<file path="src/rtl/wb_arb_pkg.sv">
// Shared types and helpers for the Wishbone round-robin arbiter and crossbar.
// rr_next() is the rotate-priority selection used by rr_pick.
package wb_arb_pkg;

  typedef enum logic {IDLE = 1'b0, BUSY = 1'b1} arb_state_e;

  localparam int WB_ADDR_W = 32;
  localparam int WB_DATA_W = 32;

  // Returns the one-hot first requester strictly after 'last', wrapping at n (1..8).
  function automatic logic [7:0] rr_next(input logic [7:0] req,
                                         input logic [2:0] last,
                                         input int unsigned n);
    int unsigned idx;
    logic        found;
    rr_next = '0;
    found   = 1'b0;
    for (int unsigned off = 1; off <= 8; off++) begin
      idx = (32'(last) + off) % n;
      if (off <= n && !found && req[idx[2:0]]) begin
        rr_next[idx[2:0]] = 1'b1;
        found             = 1'b1;
      end
    end
  endfunction

endpackage

</file>
<file path="src/rtl/rr_pick.sv">
// Combinational rotate-priority encoder: one-hot winner after last_i.
// Shared between the single-slave arbiter and the crossbar.
module rr_pick
  import wb_arb_pkg::*;
#(
  parameter int N     = 2,
  parameter int IDX_W = (N > 1) ? $clog2(N) : 1
) (
  input  logic [N-1:0]     req_i,
  input  logic [IDX_W-1:0] last_i,
  output logic [N-1:0]     grant_o
);

  logic [7:0] req8;
  logic [2:0] last3;
  logic [7:0] win8;

  always_comb begin
    req8    = 8'(req_i);
    last3   = 3'(last_i);
    win8    = rr_next(req8, last3, N);
    grant_o = win8[N-1:0];
  end

endmodule

</file>
<file path="src/rtl/wb_rr_arbiter.sv">
// N-master to 1-slave Wishbone classic round-robin arbiter; grant held for a whole CYC.
// Define WB_ARB_TIMEOUT_EN to enable the stalled-slave watchdog (TIMEOUT_CYCLES).
module wb_rr_arbiter
  import wb_arb_pkg::*;
#(
  parameter int NUM_MASTERS    = 2,
  parameter int ADDR_W         = WB_ADDR_W,
  parameter int DATA_W         = WB_DATA_W,
  parameter int TIMEOUT_CYCLES = 255
) (
  input  logic                                  clk,
  input  logic                                  reset,
  input  logic [NUM_MASTERS-1:0]                m_cyc,
  input  logic [NUM_MASTERS-1:0]                m_stb,
  input  logic [NUM_MASTERS-1:0]                m_we,
  input  logic [NUM_MASTERS-1:0][ADDR_W-1:0]    m_adr,
  input  logic [NUM_MASTERS-1:0][DATA_W-1:0]    m_dat_w,
  input  logic [NUM_MASTERS-1:0][DATA_W/8-1:0]  m_sel,
  output logic [NUM_MASTERS-1:0]                m_ack,
  output logic [NUM_MASTERS-1:0]                m_err,
  output logic [DATA_W-1:0]                     m_dat_r,
  output logic                                  s_cyc,
  output logic                                  s_stb,
  output logic                                  s_we,
  output logic [ADDR_W-1:0]                     s_adr,
  output logic [DATA_W-1:0]                     s_dat_w,
  output logic [DATA_W/8-1:0]                   s_sel,
  input  logic                                  s_ack,
  input  logic                                  s_err,
  input  logic [DATA_W-1:0]                     s_dat_r,
  output logic [NUM_MASTERS-1:0]                grant_o
);

  localparam int IDX_W = (NUM_MASTERS > 1) ? $clog2(NUM_MASTERS) : 1;

  if (NUM_MASTERS < 1 || NUM_MASTERS > 8) begin : g_bad_num_masters
    $error("wb_rr_arbiter: NUM_MASTERS must be 1..8");
  end
  if (TIMEOUT_CYCLES < 1) begin : g_bad_timeout
    $error("wb_rr_arbiter: TIMEOUT_CYCLES must be >= 1");
  end

  arb_state_e             state_q, state_d;
  logic [NUM_MASTERS-1:0] grant_q, grant_d;
  logic [IDX_W-1:0]       last_q, last_d;
  logic [NUM_MASTERS-1:0] pick;
  logic [IDX_W-1:0]       owner_idx;
  logic                   busy;
  logic                   owner_cyc;
  logic                   owner_stb;
  logic                   timeout_hit;

  rr_pick #(.N(NUM_MASTERS), .IDX_W(IDX_W)) u_pick (
    .req_i   (m_cyc),
    .last_i  (last_q),
    .grant_o (pick)
  );

  // AND-OR mux keyed by the registered one-hot grant; all zero while IDLE.
  always_comb begin
    owner_idx = '0;
    s_we      = 1'b0;
    s_adr     = '0;
    s_dat_w   = '0;
    s_sel     = '0;
    for (int i = 0; i < NUM_MASTERS; i++) begin
      if (grant_q[i]) begin
        owner_idx = IDX_W'(i);
        s_we      = s_we    | m_we[i];
        s_adr     = s_adr   | m_adr[i];
        s_dat_w   = s_dat_w | m_dat_w[i];
        s_sel     = s_sel   | m_sel[i];
      end
    end
  end

  always_comb begin
    busy      = (state_q == BUSY);
    owner_cyc = busy & (|(m_cyc & grant_q));
    owner_stb = busy & (|(m_stb & grant_q));
    s_cyc     = owner_cyc & ~timeout_hit;
    s_stb     = owner_cyc & owner_stb & ~timeout_hit;
    m_ack     = grant_q & {NUM_MASTERS{busy & s_ack}};
    m_err     = grant_q & {NUM_MASTERS{busy & (s_err | timeout_hit)}};
    m_dat_r   = s_dat_r;
    grant_o   = grant_q;
  end

`ifdef WB_ARB_TIMEOUT_EN
  localparam int TO_W = (TIMEOUT_CYCLES > 1) ? $clog2(TIMEOUT_CYCLES) : 1;
  localparam logic [TO_W-1:0] TO_LOAD = TO_W'(TIMEOUT_CYCLES - 1);

  logic [TO_W-1:0] to_cnt_q, to_cnt_d;
  logic            stalled;

  // Down-counter reloads on any slave response; terminal count on the Nth stalled cycle.
  always_comb begin
    stalled     = owner_cyc & owner_stb & ~s_ack & ~s_err;
    timeout_hit = stalled & (to_cnt_q == '0);
    to_cnt_d    = to_cnt_q;
    if (!busy || s_ack || s_err || timeout_hit) begin
      to_cnt_d = TO_LOAD;
    end else if (stalled) begin
      to_cnt_d = to_cnt_q - 1'b1;
    end
  end

  always_ff @(posedge clk) begin
    if (reset) begin
      to_cnt_q <= TO_LOAD;
    end else begin
      to_cnt_q <= to_cnt_d;
    end
  end
`else
  assign timeout_hit = 1'b0;
`endif

  always_comb begin
    state_d = state_q;
    grant_d = grant_q;
    last_d  = last_q;
    case (state_q)
      IDLE: begin
        if (|m_cyc) begin
          state_d = BUSY;
          grant_d = pick;
        end
      end
      BUSY: begin
        if (!owner_cyc || timeout_hit) begin
          state_d = IDLE;
          grant_d = '0;
          last_d  = owner_idx;
        end
      end
      default: begin
        state_d = IDLE;
        grant_d = '0;
      end
    endcase
  end

  always_ff @(posedge clk) begin
    if (reset) begin
      state_q <= IDLE;
      grant_q <= '0;
      last_q  <= IDX_W'(NUM_MASTERS - 1);
    end else begin
      state_q <= state_d;
      grant_q <= grant_d;
      last_q  <= last_d;
    end
  end

endmodule
</file>
<file path="config.mk">
export PLATFORM = sky130hd
export DESIGN_NAME = wb_rr_arbiter
export DESIGN_NICKNAME = d
export VERILOG_FILES = /design/src/rtl/wb_arb_pkg.sv /design/src/rtl/rr_pick.sv /design/src/rtl/wb_rr_arbiter.sv
export SDC_FILE = /design/constraint.sdc
export NUM_CORES = 1
export LEC_CHECK = 0
export ABC_AREA = 1
export CAP_MARGIN = 0
export CELL_PAD_IN_SITES_DETAIL_PLACEMENT = 0
export CELL_PAD_IN_SITES_GLOBAL_PLACEMENT = 2
export CORE_AREA = 8 8 122 124
export CTS_BUF_LIST = sky130_fd_sc_hd__clkbuf_16
export DETAILED_ROUTE_END_ITERATION = 8
export DIE_AREA = 0 0 130 132
export GPL_TIMING_DRIVEN = 0
export HOLD_SLACK_MARGIN = 0.03
export PLACE_DENSITY = 0.95
export SLEW_MARGIN = 25
export SYNTH_ARGS = -nofsm -noshare
export SYNTH_HDL_FRONTEND = slang
export SYNTH_HIERARCHICAL = 1
export SYNTH_SLANG_ARGS = --single-unit
</file>
<file path="constraint.sdc">
create_clock -name clk -period 1.7 [get_ports clk]
set_input_delay 0.17 -clock clk [delete_from_list [all_inputs] [get_ports clk]]
set_output_delay 0.17 -clock clk [all_outputs]
set_load 0.01 [all_outputs]
</file>
# == Word level (Yosys, flattened, before mapping) ==
# Cells that the tools add are included.
# totals
elab_cells,62
reg_bits,4
# classes
n_addsub,2
mux,26
eq_ne,2
n_reduce_logical,9
order_cmp,4
n_bitwise,16
# op_table
op,count
$mux 32,4
$or 32x32->32,2
$mux 1,12
$and 2x2->2,4
$lt 1x4->1 const B,2
$mux 2,4
$mux 4,2
$reduce_or 2->1,3
$and 1x1->1,5
$ne 2x2->1 const B,2
$or 4x4->4,1
$pmux 2 s2,1
$reduce_and 2->1,2
$logic_and 1x1->1,3
$add 1x1->1 const B,2
$demux 1 s1,2
$ge 1x1->1 const B,2
$not 1->1,2
$or 2x2->2,1
$pmux 1 s2,1
$logic_not 1->1,1
$or 1x1->1,1

# == Logic depth before layout (Yosys ltp) ==
# depth
depth_word,10
depth_mapped,5
mapped_depth_nobuf,5

# == Modules after synthesis ==
# The synthesis kept the hierarchy.
# by_module_without_submodules
mod,area_per_inst_um2,cells_per_inst,instances
wb_rr_arbiter,1241.2,152,1
rr_pick,20.0,5,1

# == Worst setup path after synthesis ==
# OpenSTA, ideal clock, no wires.
# synth_path
path_type,register to output
start,"reg grant_q[0], in the netlist grant_o[0]"
end,out s_stb
slack_ps,603
required_time_ps,1530
arrival_time_ps,927
path_stages_with_launch,6
cell_sequence,dfxtp_1 buf_6 nand2_2 nand2_1 nand2_1 a21oi_1
# synth_via
elab_chain_cells,4
# synth_lines
element,line_no,text
from (decl),wb_rr_arbiter.sv:44,"logic [NUM_MASTERS-1:0] grant_q, grant_d;"
from (signal assigned),wb_rr_arbiter.sv:151,grant_q <= grant_d;
"$and 2x2->2, on equally long branches","wb_rr_arbiter.sv:79, wb_rr_arbiter.sv:80",
"$reduce_or 2->1, on equally long branches","wb_rr_arbiter.sv:79, wb_rr_arbiter.sv:80",
"$and 1x1->1, on equally long branches","wb_rr_arbiter.sv:79, wb_rr_arbiter.sv:80",
$and 1x1->1 *,wb_rr_arbiter.sv:82,s_stb = owner_cyc & owner_stb & ~timeout_hit;
to (decl),wb_rr_arbiter.sv:23,"output logic s_stb,"
# Mark *: on every way between the ends. The rest lies on a longest branch, timed or not.

# == Final worst setup path ==
# layout_path
start,"reg grant_q[0], in the netlist grant_o[0]"
end,out s_dat_w[20]
# layout_via
elab_chain_cells,3
# layout_lines
element,line_no,text
$mux 32 *,wb_rr_arbiter.sv:67,if (grant_q[i]) begin
$or 32x32->32,wb_rr_arbiter.sv:71,s_dat_w = s_dat_w | m_dat_w[i];
$mux 32 *,wb_rr_arbiter.sv:67,
to (decl),wb_rr_arbiter.sv:26,"output logic [DATA_W-1:0] s_dat_w,"
# Marked as above.

==> reports/metrics.csv <==
metric,value,unit
NumNets Final,596,
vias in the first global route,2518,
layout cell share with drive strength beyond 1,16.11,%
detailed-route wire length per cell,17.21,um
largest stage delay on the critical path,0.33,ns
Clock Latency Late Sink,0.23,ns
RSZ-0062 raised after global routing,no,
worst slew pin tran,0.2650,ns
"Net Count, Synth",335,
Post-DRT Antenna Nets,0,
LEAKAGE,0.001942,uW
yosys warns,6,
Post-Route Setup TNS,0,ns
Area Overhead vs Synth,224.2,%
Post-Route WL,10.19,mm
CP startpoint,grant_o[0],
FMAX,612.2,MHz
Max Cap Violations,0,
row count,42,
first-pass GRT wire length,14.50,mm
min-delay src,last_q,
Die Ht,132,um
Die X,130,um
Initial Utilization,9.717,%
Core ar.,12980,um^2
sequential fraction of the synthesis area,6.349,%
Yosys cell types,15,
Max Slew Vio Count,0,
Peak supply drop,229.0,uV
initial antenna violation count,0,
FF-to-FF Start,grant_o[0],
Total Die Area,17160,um^2
Routability Congestion,0.8836,
"CTS clk-pin slew, worst paths",0.03,ns
Crit. End Element,primary output,
Final Cycle Share,96.08,%
Num Clock Sinks,4,
slowest library cell on the worst path,dfxtp_2,
P per Cell Area,387.3,nW/um^2
CP top delay family,buffers and inverters,
CTS Buffer Depth,2,
Final Critical Period,1.633,ns
pin count of the biggest net entering global routing,11,
buffers and inverters on the worst path,3,
Synth Cell Area,1261,um^2
antenna fix cells,0,
Synth Instances,157,
# DRC,0,
PortBufs,254,
IO Pins,287,
total CTS buffers,3,
Startpoint Class,register,
Hold Path Class,register to register,
Final Hold Viols,0,
Clock H-tree levels,1,
crit-path cells,"bufbuf_16, buf_6, a22o_1, dlygate4sd2_1",
Hold Slack,0.5100,ns
Hold Buf Count CTS,0,
Worst Path Arrival,1.46,ns
via/cell ratio,3.856,
required time of the critical path,1.53,ns
total power,1583,uW
initial DRC count,53,
via count,2283,
WS Path Type,register to primary output,
Max Clock Skew,0.001165,ns
CTS tree,done,
gr usage total,10.75,%
status,"complete, no violations",
CP Max Fanout,10,
endpoints failing setup,0,
max_slew headroom,82.34,%
DRT Pass-1 Iters,4,
clock root cell,clkbuf_16,
post-DP HPWL,9.112,mm
GR Overflow Total,0,
"FF+latch count, synth",4,
Mean Syn Cell Area,8.033,um^2
## kinds of logic (layout without fill, tap and decap cells)
| family | after synthesis | count (layout) | synth area share [%] |
|---|---|---|---|
| flip-flops | 4 | 4 | 6.349 |
| AO/OA/AOI/OAI | 76 | 76 | 52.38 |
| buffers and inverters | 58 | 317 | 33.33 |
| AND/OR/NAND/NOR | 19 | 19 | 7.937 |
## state kept, by name (all words and copies together) (netlist names)
register / cells
busy: 1
last_q: 1
grant_o: 2
## synthesized netlist by cell type
cell type | number | area [um^2]
inv_1 | 7 | 26.28
nand2_1 | 10 | 37.54
a21oi_2 | 2 | 17.52
a21oi_1 | 3 | 15.01
nand3_2 | 3 | 30.03
inv_2 | 2 | 7.510
o211ai_1 | 1 | 7.510
buf_2 | 6 | 30.03
nand2_2 | 2 | 12.51
nor3_1 | 4 | 20.02
dfxtp_1 | 4 | 80.08
a22o_1 | 69 | 604.3
o21ai_4 | 1 | 16.27
buf_4 | 34 | 255.2
buf_6 | 9 | 101.4
## cell type report
class,instances,area [um^2]
clock buffers,3,75.07
multi-input cells,95,760.7
inverters,9,33.78
plain buffers,49,429.2
flip-flops and latches,4,82.58
fillers,1390,8891
repair buffers,256,2487
well taps,176,220.2
## placed cells by master (no fill, tap or decap)
master,instances
clkdlybuf4s50_1,178
dlygate4sd2_1,75
a22o_1,69
buf_4,36
buf_6,12
nand2_1,10
inv_1,7
nor3_1,4
a21oi_1,3
nand3_2,3
clkbuf_16,3
nand2_2,2
inv_2,2
a21oi_2,2
dfxtp_1,2
dfxtp_2,2
buf_12,1
buf_8,1
o21ai_4,1
o211ai_1,1
bufbuf_16,1
clkbuf_2,1
## worst min-delay path: cells and delay by family (launching register included)
family           cells  cell delay (ns)
flip-flops           1             0.32
AND/OR/NAND/NOR      1             0.07
AO/OA/AOI/OAI        1             0.07
## what timing repair did
action	4_1_cts	5_1_grt
resized for setup	93	2
endpoints found under the setup margin	75	1
cloned	2	0
setup buffers	0	0
## report_power, final
part	switching [uW]	internal, uW	total [uW]	leakage, uW
logic	391	708	1100	0.00187
registers	8.84	103	112	0.0000339
clock network	71.3	301	372	0.0000370
## path summary, 6_finish.rpt
kind / endpoint / slack (ns) / cells past startpoint
worst min register to register: last_q / 0.51 / 2
worst min-delay path: last_q / 0.51 / 2
worst max-delay path: s_dat_w[20] / 0.07 / 4
worst max register to register: grant_o[1] / 0.64 / 5
## routing by layer
metal / GRT usage (%) / share of wire (%) / vias to the layer above / routed length, um
met4: 3.680 / 2.5 / 0 / 259
met5: 0 / 0 / - / 0
met1: 9.511 / 32 / 1027 / 3255
met3: 3.722 / 12 / 16 / 1194
met2: 21.48 / 54 / 149 / 5478
li1: - / - / 1091 / -
## metrics by stage
stage | instances | setup slack (ns) | area [um^2] | util [%]
floorplan | 157 | 0.6035 | 1261 | -
global placement | 587 | -0.1801 | 4024 | 31.00
detailed placement | 587 | -0.2083 | 4024 | 31.00
CTS | 592 | 0.03499 | 4093 | 31.53
global route | 592 | 0.02659 | 4089 | 31.50
finish | 592 | 0.06658 | 4089 | 31.50
Power figures use the tool's default switching activity.
